$ cat src/rtl/relay_reg_pkg.sv
// ---------------------------------------------------------------------------
// relay_reg_pkg
// Shared types and helpers for the relay-timed ALU result register bank.
// Revision: 1.0
// ---------------------------------------------------------------------------
`default_nettype none

package relay_reg_pkg;

  localparam int REG_WIDTH = 8;

  typedef enum logic [1:0] {
    IDLE   = 2'd0,
    SETTLE = 2'd1,
    COMMIT = 2'd2
  } load_state_t;

  // Index width never collapses to zero bits, even for a single register.
  function automatic int idx_width(input int n);
    return (n <= 2) ? 1 : $clog2(n);
  endfunction

endpackage

`default_nettype wire

$ cat src/rtl/relay_settle_timer.sv
// ---------------------------------------------------------------------------
// relay_settle_timer
// Loadable down-counter that flags the last cycle of the relay settle window.
// Revision: 1.0
// ---------------------------------------------------------------------------
`default_nettype none

module relay_settle_timer #(
  parameter int SETTLE_CYCLES = 2
) (
  input  logic clk,
  input  logic reset,
  input  logic load,
  input  logic en,
  output logic done
);

  localparam logic [3:0] c_load_val = 4'(SETTLE_CYCLES);

  logic [3:0] r_count;

  always_ff @(posedge clk) begin
    if (reset) begin
      r_count <= 4'd0;
    end else if (load) begin
      r_count <= c_load_val;
    end else if (en && (r_count != 4'd0)) begin
      r_count <= r_count - 4'd1;
    end
  end

  // Terminal count is 1, so the window lasts exactly SETTLE_CYCLES enabled cycles.
  assign done = en && (r_count == 4'd1);

endmodule

`default_nettype wire

$ cat src/rtl/reg_alu_result_bank.sv
// ---------------------------------------------------------------------------
// reg_alu_result_bank
// Bank of ALU result registers with relay-settle write delay and a wired-OR
// read port. Optional per-register zero/sign flags: define ALU_FLAGS_EN.
// Revision: 1.0
// ---------------------------------------------------------------------------
`default_nettype none

module reg_alu_result_bank
  import relay_reg_pkg::*;
#(
  parameter int N             = REG_WIDTH,
  parameter int NUM_REGS      = 2,
  parameter int SETTLE_CYCLES = 2,
  localparam int IW           = idx_width(NUM_REGS)
) (
  input  logic          clk,
  input  logic          reset,
  input  logic [N-1:0]  alu_result,
  input  logic          load,
  input  logic [IW-1:0] load_idx,
  input  logic          sel,
  input  logic [IW-1:0] sel_idx,
  output logic          busy,
  output logic          load_done,
  output logic          load_overrun,
  output logic [N-1:0]  databus,
  output logic          flag_zero,
  output logic          flag_sign
);

  localparam logic [IW:0] c_num_regs   = (IW + 1)'(NUM_REGS);
  localparam logic        c_has_settle = (SETTLE_CYCLES != 0);

  load_state_t   r_state;
  load_state_t   w_next_state;
  logic          w_accept;
  logic          w_in_range;
  logic          w_commit;
  logic          w_timer_done;
  logic [N-1:0]  r_stage_val;
  logic [IW-1:0] r_stage_idx;
  logic          r_overrun;
  logic [N-1:0]  r_regs [NUM_REGS];

  assign w_in_range = ({1'b0, load_idx} < c_num_regs);
  assign w_commit   = (r_state == COMMIT);

  relay_settle_timer #(
    .SETTLE_CYCLES (SETTLE_CYCLES)
  ) u_timer (
    .clk   (clk),
    .reset (reset),
    .load  (w_accept && c_has_settle),
    .en    (r_state == SETTLE),
    .done  (w_timer_done)
  );

  always_ff @(posedge clk) begin
    if (reset) begin
      r_state <= IDLE;
    end else begin
      r_state <= w_next_state;
    end
  end

  always_comb begin
    w_next_state = r_state;
    w_accept     = 1'b0;
    busy         = 1'b0;
    load_done    = 1'b0;
    case (r_state)
      IDLE: begin
        if (load && w_in_range) begin
          w_accept     = 1'b1;
          w_next_state = c_has_settle ? SETTLE : COMMIT;
        end
      end
      SETTLE: begin
        busy = 1'b1;
        if (w_timer_done) begin
          w_next_state = COMMIT;
        end
      end
      COMMIT: begin
        busy         = 1'b1;
        load_done    = 1'b1;
        w_next_state = IDLE;
      end
      default: w_next_state = IDLE;
    endcase
  end

  // Requests arriving while busy (including the commit cycle) are dropped.
  always_ff @(posedge clk) begin
    if (reset) begin
      r_stage_val <= '0;
      r_stage_idx <= '0;
      r_overrun   <= 1'b0;
      for (int i = 0; i < NUM_REGS; i++) begin
        r_regs[i] <= '0;
      end
    end else begin
      r_overrun <= load && (r_state != IDLE);
      if (w_accept) begin
        r_stage_val <= alu_result;
        r_stage_idx <= load_idx;
      end
      if (w_commit) begin
        for (int i = 0; i < NUM_REGS; i++) begin
          if (r_stage_idx == IW'(i)) begin
            r_regs[i] <= r_stage_val;
          end
        end
      end
    end
  end

  assign load_overrun = r_overrun;

`ifdef ALU_FLAGS_EN
  logic r_flag_zero [NUM_REGS];
  logic r_flag_sign [NUM_REGS];

  always_ff @(posedge clk) begin
    if (reset) begin
      for (int i = 0; i < NUM_REGS; i++) begin
        r_flag_zero[i] <= 1'b0;
        r_flag_sign[i] <= 1'b0;
      end
    end else if (w_commit) begin
      for (int i = 0; i < NUM_REGS; i++) begin
        if (r_stage_idx == IW'(i)) begin
          r_flag_zero[i] <= (r_stage_val == '0);
          r_flag_sign[i] <= r_stage_val[N-1];
        end
      end
    end
  end
`endif

  // Unmatched or out-of-range selects leave everything at 0 for the OR bus.
  always_comb begin
    databus   = '0;
    flag_zero = 1'b0;
    flag_sign = 1'b0;
    for (int i = 0; i < NUM_REGS; i++) begin
      if (sel && (sel_idx == IW'(i))) begin
        databus = r_regs[i];
`ifdef ALU_FLAGS_EN
        flag_zero = r_flag_zero[i];
        flag_sign = r_flag_sign[i];
`endif
      end
    end
  end

endmodule

`default_nettype wire
$ cat config.mk
export PLATFORM = sky130hd
export DESIGN_NAME = reg_alu_result_bank
export DESIGN_NICKNAME = d
export VERILOG_FILES = /design/src/rtl/relay_reg_pkg.sv /design/src/rtl/relay_settle_timer.sv /design/src/rtl/reg_alu_result_bank.sv
export SDC_FILE = /design/constraint.sdc
export NUM_CORES = 1
export LEC_CHECK = 0
export BUFFER_PORTS_ARGS = -buffer_cell sky130_fd_sc_hd__buf_2
export CELL_PAD_IN_SITES_DETAIL_PLACEMENT = 0
export CELL_PAD_IN_SITES_GLOBAL_PLACEMENT = 1
export CORE_ASPECT_RATIO = 1.4
export CORE_MARGIN = 8
export CORE_UTILIZATION = 42
export DETAILED_ROUTE_END_ITERATION = 8
export PLACE_DENSITY = 0.87
export RECOVER_POWER = 50
export SYNTH_ARGS = -nofsm -noshare
export SYNTH_HDL_FRONTEND = slang
export SYNTH_SLANG_ARGS = --single-unit
$ cat constraint.sdc
create_clock -name clk -period 1.66 [get_ports clk]
set_input_delay 0.083 -clock clk [delete_from_list [all_inputs] [get_ports clk]]
set_output_delay 0.083 -clock clk [all_outputs]
set_load 0.02 [all_outputs]
Word-level counts from Yosys, hierarchy flattened
Memories as Yosys holds them, arrays and structs flattened.
Index checks and enable logic that the tools add are counted.
{"block": "classes", "add_sub_neg": 1, "eq_ne": 5, "mux": 23, "bitwise": 3, "reduce_logical": 12}
{"cell": "8-bit 2-to-1 mux", "count": 4}
{"cell": "1-bit 2-to-1 mux", "count": 14}
{"cell": "2-bit 2-to-1 mux", "count": 4}
{"cell": "1-bit logical AND", "count": 5}
{"cell": "4-bit by 1-bit == test with 1-bit output, second input constant", "count": 1}
{"cell": "2-bit inequality test, second input constant", "count": 2}
{"cell": "2-bit one-hot mux with 2 select lines", "count": 1}
{"cell": "2-bit nonzero test", "count": 2}
{"cell": "4-bit nonzero test", "count": 1}
{"cell": "2-bit OR reduction", "count": 2}
{"cell": "4-bit by 1-bit subtractor with 4-bit output, second input constant", "count": 1}
{"cell": "2-bit by 1-bit == test with 1-bit output, second input constant", "count": 1}
{"cell": "2-bit == test, second input constant", "count": 1}
{"cell": "2-bit logical NOT", "count": 1}
{"cell": "1-bit OR", "count": 2}
{"cell": "2-bit AND reduction", "count": 1}
{"cell": "1-bit NOT", "count": 1}
{"block": "word_totals", "ff_bits": 16, "ram_bits": 16, "output_inout_bits": 13, "word_cells": 51, "memories": 1}
{"memory": "r_regs", "depth": 2, "width": 8, "read_ports": 2, "rd_ports_with_merged_regs": 0, "write_ports": 2, "line_no": "reg_alu_result_bank.sv:44", "rtl": "logic [N-1:0] r_regs [NUM_REGS];"}

Depth between registers and ports, before layout
Gate-level depths: netlist of the first run.
{"block": "depth", "ltp_word": 5, "ltp_mapped": 6, "depth_no_buf": 5}

Hierarchy
A second synthesis of the first run with hierarchy kept.
{"block": "unflattened", "hier_cells": 130, "area_unflattened_um2": 1428.9}
{"module": "reg_alu_result_bank", "instances": 1, "cells_per_inst": 104, "area_each_um2": 1184.9, "seq_area_each_um2": 720.7}
{"module": "relay_settle_timer", "instances": 1, "cells_per_inst": 26, "area_each_um2": 244.0, "seq_area_each_um2": 80.1}

Worst setup path before layout of the first run
No wires, ideal clock.
{"block": "synth_path", "path_type": "register -> register", "from": "reg u_timer.r_count[0]", "to": "reg u_timer.r_count[0]", "setup_time_ps": 59, "arrival_time_ps": 1404, "required_time_ps": 1601, "slack_ps": 197, "stages_incl_launch_ff": 6, "synth_period_minus_slack_ps": 1463, "path_cell_list": "dfxtp_1 inv_1 ha_1 or3b_4 a2111o_1 nand2_1"}
{"block": "synth_via", "elab_chain_cells": 2}
{"item": "start: declaration", "line_no": "relay_settle_timer.sv:20", "rtl": "logic [3:0] r_count;"}
{"item": "start signal: assignment", "line_no": "relay_settle_timer.sv:26", "rtl": "r_count <= c_load_val;"}
{"item": "start signal: assignment", "line_no": "relay_settle_timer.sv:28", "rtl": "r_count <= r_count - 4'd1;"}
{"item": "parallel branches: the longest is 2 deep, another holds 4-bit by 1-bit subtractor with 4-bit output"}
Several ways; the timed one is not identified.
A chain may end at the register's enable or synchronous reset.

Final worst setup path of the first run
Ends and elaborated chain as after synthesis.

==> results of run 1 <==
power by group through the flow:
stage	Sequential, uW	Clock, uW	Combinational (uW)
after detailed placement	930	0	301
after global placement	926	0	289
after CTS	913	556	302
after floorplan	925	0	223
after global routing	918	600	327
final	912	542	288
placed cells by master, fill, tap and decap left out, types with 5 or more instances in the layout:
master    count
a21oi_1      14
and2_1        9
buf_2        13
clkbuf_1     12
clkbuf_8      5
dfxtp_1      16
edfxtp_1     16
ha_1          6
inv_1         5
mux2i_1      10
nand2_1      21
nor2b_1      10
cell families (layout without fill, tap and decap cells):
group,after synthesis,in the layout
mux,10,10
buf+inv,13,39
simple gates,51,51
fa+ha+maj,6,6
flops,32,32
other cells,1,2
compound gates,20,20
worst min-delay path by stage:
stage / from / to / slack [ns] / cells past startpoint
floorplan: alu_result[0] / r_stage_val[0] / 0.22 / 2
global route: alu_result[3] / r_stage_val[3] / 0.03 / 3
finish: alu_result[3] / r_stage_val[3] / 0.04 / 3
CTS: alu_result[3] / r_stage_val[3] / 0.03 / 3
detailed placement: alu_result[3] / r_stage_val[3] / 0.33 / 3
global placement: alu_result[6] / r_stage_val[6] / 0.33 / 3
worst min-delay path, delay by kind of cell:
kind	cells	cell delay, ns
simple gates	1	0.04
compound gates	1	0.05
buf+inv	1	0.09
metrics by stage:
stage	hold slack, ns	area (um^2)	utilization (%)	worst slack [ns]	total power (uW)
2_1_floorplan	0.219	1440	-	0.197	1150
3_3_place_gp	0.327	1590	47.9	0.169	1220
3_5_place_dp	0.330	1590	47.9	0.104	1230
4_1_cts	0.0322	1670	50.4	0.0916	1770
5_1_grt	0.0276	1650	49.8	0.0236	1840
6_report	0.0428	1650	49.8	0.0870	1740
layer usage:
layer	vias up	track usage, %	wire (um)	part of all wire (%)
li1	503	-	-	-
met1	416	8.90	926	39
met2	24	15.4	1210	51
met3	5	4.35	188	7.9
met4	0	4.78	45	1.9
met5	-	0	0	0
state kept, by name, summed over array words and instances, names as in the netlist:
register and cells:
r_stage_idx 1, r_regs 16, r_state 2, r_stage_val 8, load_overrun 1, u_timer.r_count 4
cell type report:
type / count / share of cell area, %
Clock buffer: 5 / 4.16
Clock inverter: 3 / 0.833
Inverter: 5 / 1.14
Multi-Input combinational cell: 89 / 35.3
Sequential cell: 32 / 48.4
Tap cell: 40 / 3.03
Timing Repair Buffer: 26 / 7.12
==> run_results.csv, run 1 <==
group,metric,value,unit
run_status,outcome,"finished, final reports clean",
worst_setup_path,crit_path_end,"u_timer.r_count[0]",
sta,fin_skew,0.00594,ns
placement,gp_congestion,0.720,
yosys,syn_area,1440,um^2
placement,port_buffers,24,
yosys,syn_inst,133,
clock_network,cts-resized-gates,0,
sta,finalSetupViolations,0,
clock_network,clkTransAtPathRegs,0.06,ns
detailed_routing,antenna_left,0,
power_and_ir_drop,power.switching,462,uW
power_and_ir_drop,sequentialPowerShare,52.4,%
layout,diodes,0,
power_and_ir_drop,sw_frac_of_total,26.5,%
sta,layout_min_cycle_time,1.57,ns
yosys,synth_compound_area_share,8.52,%
worst_setup_path,startpoint,"u_timer.r_count[0]",
clock_network,cts_root_buf,"clkbuf_8",
worst_setup_path,worstPathRequired,1.88,ns
global_route,grt_pass1_vias,921,
clock_network,cts_tree,"yes",
worst_setup_path,ff2ff_setup_slack,0.09,ns
worst_setup_path,crit_family,"simple AND/OR/NAND/NOR gates",
yosys,yosysMostFrequentCell,"nand2_1",
global_route,grt_pass1_wl,4000,um
power_and_ir_drop,power_density,1050,nW/um^2
worst_setup_path,worstSetupPathDepth,5,
worst_setup_path,critical_path_arrival,1.80,ns
worst_setup_path,rr_startpoint,"u_timer.r_count[0]",
sta,slew_viol_final,0,
floorplanning,core,3320,um^2
yosys,netlist-cell-type-count,28,
worst_setup_path,r2r_end,"u_timer.r_count[0]",
detailed_routing,routed_wl,2370,um
floorplanning,row_count,25,
detailed_routing,dr.pass1.iters,4,
layout,drive_above_1_share,14.4,%
yosys,synth-edff-count,16,
power_and_ir_drop,clockPowerShare,31.1,%
yosys,ys_seq_area_share,55.7,%
global_route,grt_max_degree,23,
clock_network,post-cts-setup-buffers,0,
global_route,antenna_found_initial,0,
yosys,synth-xor-area-share,0,%
floorplanning,die_y,85.3,um
yosys,syn_avg_cell_area,10.8,um^2
layout,nNetsFinal,179,
yosys,async_flop_share,0,%
worst_setup_path,critPathSlowestCell,"a2111o_1",
layout,multi_input_area,583,um^2
worst_setup_path,worstRegToRegCells,5,
sta,finalHoldViolations,0,
yosys,yosysTopAreaCell,"edfxtp_1",
worst_setup_path,worstPathMaxFanout,4,
clock_network,numCtsBuffers,5,
global_route,grt.total_usage,9.12,%
detailed_routing,vias_per_cell,4.74,
worst_setup_path,slowest_delay,0.42,ns
floorplanning,die-area,5580,um^2
yosys,yosys.area.top_type_share,33.4,%
clock_network,clockBufferDepth,2,
placement,dp_cells,192,
worst_setup_path,critPathBufInv,1,
yosys,ys_ff_latch,32,
run,cap_violations,0,
sta,post-route-period-util,94.8,%
layout,seqCellArea,801,um^2
clock_network,worst_skew_pair.late_latency,0.27,ns
power_and_ir_drop,p_leak,0.000671,uW
worst_hold_path,hp-class,"in2reg",
yosys,synth_warnings,0,
worst_setup_path,critPathLaunchType,"flip-flop",
clock_network,cts.sinks,32,
clock_network,postCtsHoldBufs,0,
sta,clock.fmax,636,MHz
power_and_ir_drop,p_int,1280,uW
clock_network,cts_htree_levels,2,
layout,stdcell_count,200,
floorplanning,die_w,65.5,um
yosys,synth-simple-area-share,19.3,%
floorplanning,io_pins,27,
yosys,synth_adder_area_share,5.22,%
yosys,synthMuxAreaShare,6.96,%
detailed_routing,vias,948,
detailed_routing,drc_errors,0,
sta,rsz0062_at_grt,"no",
yosys,synth_area_leaders,"edfxtp_1 33%, dfxtp_1 22%, mux2i_1 7.0%",
power_and_ir_drop,power_frac_comb,16.5,%
sta,finalSetupTns,0,ns
placement,place_hpwl,1870,um
global_route,grt_remaining_overflow,0,
power_and_ir_drop,max-vdd-ir-drop,708,uV
worst_setup_path,cp_cell_sequence,"inv_1, ha_1, or3b_4, a2111o_1, nand2_1",
layout,fillCellCount,320,
yosys,synth_top_family_by_area,"simple AND/OR/NAND/NOR gates",
floorplanning,start_util,43.4,%
yosys,ys_top_cells_by_count,"21 x nand2_1, 16 x dfxtp_1, 16 x edfxtp_1",
layout,syn2layout_area_growth,14.9,%
yosys,synth_flop_cell,"edfxtp_1",
worst_setup_path,endpoint_kind,"flip-flop",
detailed_routing,drtIter0Drc,19,
worst_setup_path,worstSetupPathType,"reg2reg",
detailed_routing,routedWlPerCell,11.9,um
No activity file was read; power rests on OpenSTA's default activity.
==> run 2, diff against run 1 <==
MAX_ROUTING_LAYER = met4   (was not set)
==> run 2 against run 1 <==
  * Core utilization did not move
  * Sequential power hardly changed
  * Design area is the same
  * Power hardly changed
  * Die area did not move
  * Combinational power barely moved
  * Sequential share of layout area unchanged
==> run_results.csv, run 2 (synthesis results as in run 1) <==
group,metric,value,unit
detailed_routing,routedWlPerCell,11.9,um
layout,syn2layout_area_growth,14.9,%
floorplanning,die_y,85.3,um
detailed_routing,antenna_left,0,
detailed_routing,routed_wl,2380,um
worst_setup_path,endpoint_kind,"flip-flop",
floorplanning,row_count,25,
worst_setup_path,worstPathRequired,1.88,ns
global_route,grt_remaining_overflow,0,
run,cap_violations,0,
power_and_ir_drop,power,1740,uW
sta,fin_skew,0.00668,ns
worst_setup_path,critical_path_arrival,1.80,ns
clock_network,cts-resized-gates,0,
power_and_ir_drop,power_density,1050,nW/um^2
layout,final_common_cell,"nand2_1",
placement,place_hpwl,1870,um
sta,layout_min_cycle_time,1.57,ns
worst_setup_path,ff2ff_setup_slack,0.09,ns
layout,final_util,49.8,%
power_and_ir_drop,max-vdd-ir-drop,708,uV
layout,diodes,0,
placement,gp_congestion,0.728,
floorplanning,die_w,65.5,um
worst_hold_path,holdPathEnd,"r_stage_val[3]",
floorplanning,die-area,5580,um^2
layout,top_register,"r_regs",
clock_network,post-cts-setup-buffers,0,
floorplanning,start_util,43.4,%
worst_hold_path,min-delay-start,"alu_result[3]",
detailed_routing,vias_per_cell,4.73,
global_route,antenna_found_initial,0,
clock_network,cts.sinks,32,
global_route,grt_max_degree,23,
layout,biggestRegsByFlops,"r_regs (16), r_stage_val (8), u_timer.r_count (4)",
clock_network,numCtsBuffers,5,
global_route,grt.total_usage,9.28,%
clock_network,worst_skew_pair.late_latency,0.27,ns
layout,nNetsFinal,179,
worst_setup_path,rr_startpoint,"u_timer.r_count[0]",
worst_setup_path,worstRegToRegCells,5,
detailed_routing,drc_errors,0,
power_and_ir_drop,p_leak,0.000671,uW
worst_setup_path,r2r_end,"u_timer.r_count[0]",
sta,finalSetupTns,0,ns
clock_network,clkTransAtPathRegs,0.07,ns
sta,post-route-period-util,94.8,%
layout,fillCellCount,320,
worst_setup_path,worstSetupPathType,"reg2reg",
layout,layout_common_cells,"21 x nand2_1, 16 x dfxtp_1, 16 x edfxtp_1, 14 x a21oi_1, 13 x buf_2",
global_route,met1_usage,9.06,%
sta,rsz0062_at_grt,"no",
detailed_routing,vias,946,
layout,drive_above_1_share,14.4,%
run_status,outcome,"finished, final reports clean",
clock_network,cts_htree_levels,2,
sta,finalSetupViolations,0,
floorplanning,core,3320,um^2
clock_network,postCtsHoldBufs,0,
clock_network,clockBufferDepth,2,
global_route,grt_pass1_wl,4000,um
worst_setup_path,worstPathMaxFanout,4,
sta,clock.fmax,636,MHz
placement,port_buffers,24,
layout,stdcell_count,200,
sta,slew_viol_final,0,
global_route,grt_pass1_vias,922,
worst_hold_path,hp-class,"in2reg",
floorplanning,io_pins,27,
placement,dp_cells,192,
global_route,busiest_layer,"met2",
layout,largest_reg_flops,16,
clock_network,cts_root_buf,"clkbuf_8",
worst_setup_path,critPathLaunchType,"flip-flop",
worst_hold_path,min_path_cells,3,
sta,holdWs,0.0427,ns
sta,finalHoldViolations,0,
global_route,grt_use_met3,3.69,%
detailed_routing,dr.pass1.iters,4,
clock_network,cts_tree,"yes",
global_route,grtUsageMet2,15.4,%
detailed_routing,drtIter0Drc,20,
==> run 2: cell counts in the layout (fill, tap and decap cells not counted) <==
No cell type changed its count.
==> run 2: worst max-delay path, stage by stage (launching register included) <==
cell	delay [ns]
dfxtp_1	0.33
inv_1	0.10
ha_1	0.21
or3b_4	0.41
a2111o_1	0.42
nand2_1	0.06
==> run 2: metal layers <==
layer | vias to the layer above | wire length, um
met5 | - | 0
met3 | 4 | 160
met1 | 417 | 949
met2 | 22 | 1220
li1 | 503 | -
met4 | 0 | 43
==> run 2: area by class of cell <==
cell class / count / area [um^2] / area share (%)
Clock inverter: 3 / 13.8 / 0.833
Sequential cell: 32 / 801 / 48.4
Multi-Input combinational cell: 89 / 583 / 35.3
Inverter: 5 / 18.8 / 1.14
Tap cell: 40 / 50.0 / 3.03
Clock buffer: 5 / 68.8 / 4.16
Timing Repair Buffer: 26 / 118 / 7.12
==> run 2: metrics by stage <==
stage	area, um^2	worst slack [ns]
after floorplan	1440	0.197
after global placement	1590	0.169
after detailed placement	1590	0.104
after CTS	1670	0.0916
after global routing	1650	0.0236
final	1650	0.0869
==> run 2: worst max path at each step <==
stage | cells after the start | to | startpoint
global route | 5 | u_timer.r_count[0] | u_timer.r_count[0]
CTS | 5 | u_timer.r_count[0] | u_timer.r_count[0]
floorplan | 5 | u_timer.r_count[0] | u_timer.r_count[0]
global placement | 5 | u_timer.r_count[0] | u_timer.r_count[0]
finish | 5 | u_timer.r_count[0] | u_timer.r_count[0]
detailed placement | 5 | u_timer.r_count[0] | u_timer.r_count[0]
==> run 2: where the power goes <==
part | leakage, uW | total (uW) | internal (uW) | switching (uW)
Clock | 0.0000453 | 543 | 284 | 259
Combinational | 0.000329 | 288 | 110 | 178
Sequential | 0.000297 | 912 | 887 | 25.0
==> run 3, diff against run 2 <==
RECOVER_POWER = not set   (was 50)
==> run 3 against run 2 <==
  * Sequential power barely moved
  * Critical path depth did not move
  * Cell count did not move
  * Clock skew barely moved
  * Count of clock-buffer cells in the layout did not move
  * Register-to-register slack barely moved
  * Setup slack barely moved
  * Design area rose by 1.1%
  * Global-route usage did not move
  * Power rose by 0.51%
  * Critical endpoint unchanged
  * Sequential share of layout area fell by 0.51 points
==> run_results.csv, run 3 (synthesis results as in run 1) <==
group,metric,value,unit
sta,post-route-period-util,94.8,%
global_route,grt_remaining_overflow,0,
worst_hold_path,min_path_cells,3,
worst_setup_path,critical_path_arrival,1.80,ns
worst_setup_path,critPathLaunchType,"flip-flop",
layout,final_common_cell,"buf_2",
worst_setup_path,r2r_end,"u_timer.r_count[0]",
placement,gp_congestion,0.728,
clock_network,cts_htree_levels,2,
clock_network,postCtsHoldBufs,0,
layout,multi_input_area,583,um^2
clock_network,worst_skew_pair.late_latency,0.27,ns
clock_network,clockBufferDepth,2,
layout,nNetsFinal,179,
detailed_routing,drc_errors,0,
sta,finalSetupTns,0,ns
layout,drive_above_1_share,21.9,%
detailed_routing,vias_per_cell,4.80,
floorplanning,row_count,25,
sta,clock.fmax,635,MHz
layout,layout_common_cells,"24 x buf_2, 21 x nand2_1, 16 x dfxtp_1, 16 x edfxtp_1, 14 x a21oi_1",
layout,stdcell_area,1670,um^2
power_and_ir_drop,power_density,1050,nW/um^2
detailed_routing,vias,960,
worst_setup_path,worstPathRequired,1.88,ns
placement,place_hpwl,1870,um
global_route,grt_max_degree,23,
detailed_routing,dr.pass1.iters,4,
clock_network,cts_tree,"yes",
power_and_ir_drop,max-vdd-ir-drop,708,uV
run_status,outcome,"finished, final reports clean",
layout,largest_reg_flops,16,
clock_network,numCtsBuffers,5,
global_route,grt.total_usage,9.28,%
floorplanning,io_pins,27,
power_and_ir_drop,power,1750,uW
worst_setup_path,worstPathMaxFanout,4,
layout,biggestRegsByFlops,"r_regs (16), r_stage_val (8), u_timer.r_count (4)",
sta,rsz0062_at_grt,"no",
worst_setup_path,rr_startpoint,"u_timer.r_count[0]",
global_route,antenna_found_initial,0,
worst_hold_path,min-delay-start,"alu_result[3]",
worst_setup_path,worstRegToRegCells,5,
detailed_routing,antenna_left,0,
floorplanning,die_y,85.3,um
layout,syn2layout_area_growth,16.1,%
floorplanning,core,3320,um^2
worst_setup_path,startpoint,"u_timer.r_count[0]",
layout,stdcell_count,200,
global_route,grt_pass1_vias,922,
worst_setup_path,worstSetupPathType,"reg2reg",
worst_setup_path,endpoint_kind,"flip-flop",
layout,diodes,0,
floorplanning,die_w,65.5,um
clock_network,cts-resized-gates,0,
clock_network,post-cts-setup-buffers,0,
sta,holdWs,0.0436,ns
worst_hold_path,holdPathEnd,"r_stage_val[3]",
sta,fin_skew,0.00659,ns
sta,finalSetupViolations,0,
floorplanning,die-area,5580,um^2
clock_network,cts.sinks,32,
placement,dp_cells,192,
detailed_routing,routed_wl,2360,um
placement,postPlaceCellArea,1590,um^2
run,cap_violations,0,
worst_hold_path,hp-class,"in2reg",
layout,top_register,"r_regs",
placement,port_buffers,24,
sta,finalHoldViolations,0,
detailed_routing,drtIter0Drc,22,
sta,slew_viol_final,0,
layout,seqCellArea,801,um^2
clock_network,cts_root_buf,"clkbuf_8",
sta,layout_min_cycle_time,1.57,ns
clock_network,clkTransAtPathRegs,0.07,ns
power_and_ir_drop,p_leak,0.000719,uW
layout,fillCellCount,313,
global_route,grt_pass1_wl,4000,um
worst_setup_path,ff2ff_setup_slack,0.09,ns
detailed_routing,routedWlPerCell,11.8,um
floorplanning,start_util,43.4,%
run 3: worst max-delay path: stages (launching register included):
cell	delay (ns)
dfxtp_1	0.33
inv_1	0.10
ha_1	0.21
or3b_4	0.41
a2111o_1	0.42
nand2_1	0.06
run 3: worst max path at each step:
stage / endpoint / cells past startpoint / slack [ns]
floorplan: u_timer.r_count[0] / 5 / 0.20
global placement: u_timer.r_count[0] / 5 / 0.17
detailed placement: u_timer.r_count[0] / 5 / 0.10
CTS: u_timer.r_count[0] / 5 / 0.09
global route: u_timer.r_count[0] / 5 / 0.02
finish: u_timer.r_count[0] / 5 / 0.09
run 3: per-stage QoR:
step / util [%] / setup WS, ns
after detailed placement: 47.9 / 0.104
final: 50.4 / 0.0864
after global routing: 50.4 / 0.0244
after global placement: 47.9 / 0.169
after CTS: 50.4 / 0.0916
after floorplan: - / 0.197
run 3: metal layers:
metal	global-route usage [%]	vias to the layer above	part of all wire, %
met4	4.78	0	1.8
met5	-	-	0
met3	3.69	4	6.7
met2	15.4	22	52
li1	-	505	-
met1	9.06	429	39
run 3: layout make-up:
class                      instances  area share, %
clock inverter                     3          0.824
sequential                        32           47.9
timing repair buffer              26           8.09
clock buffer                       5           4.12
multi-input combinational         89           34.9
inverter                           5           1.12
tap                               40           3.00
run 3: power by group:
part	switching [uW]	total (uW)	internal (uW)
clock	259	543	284
sequential	25.0	912	887
combinational	178	297	119
total	462	1750	1290
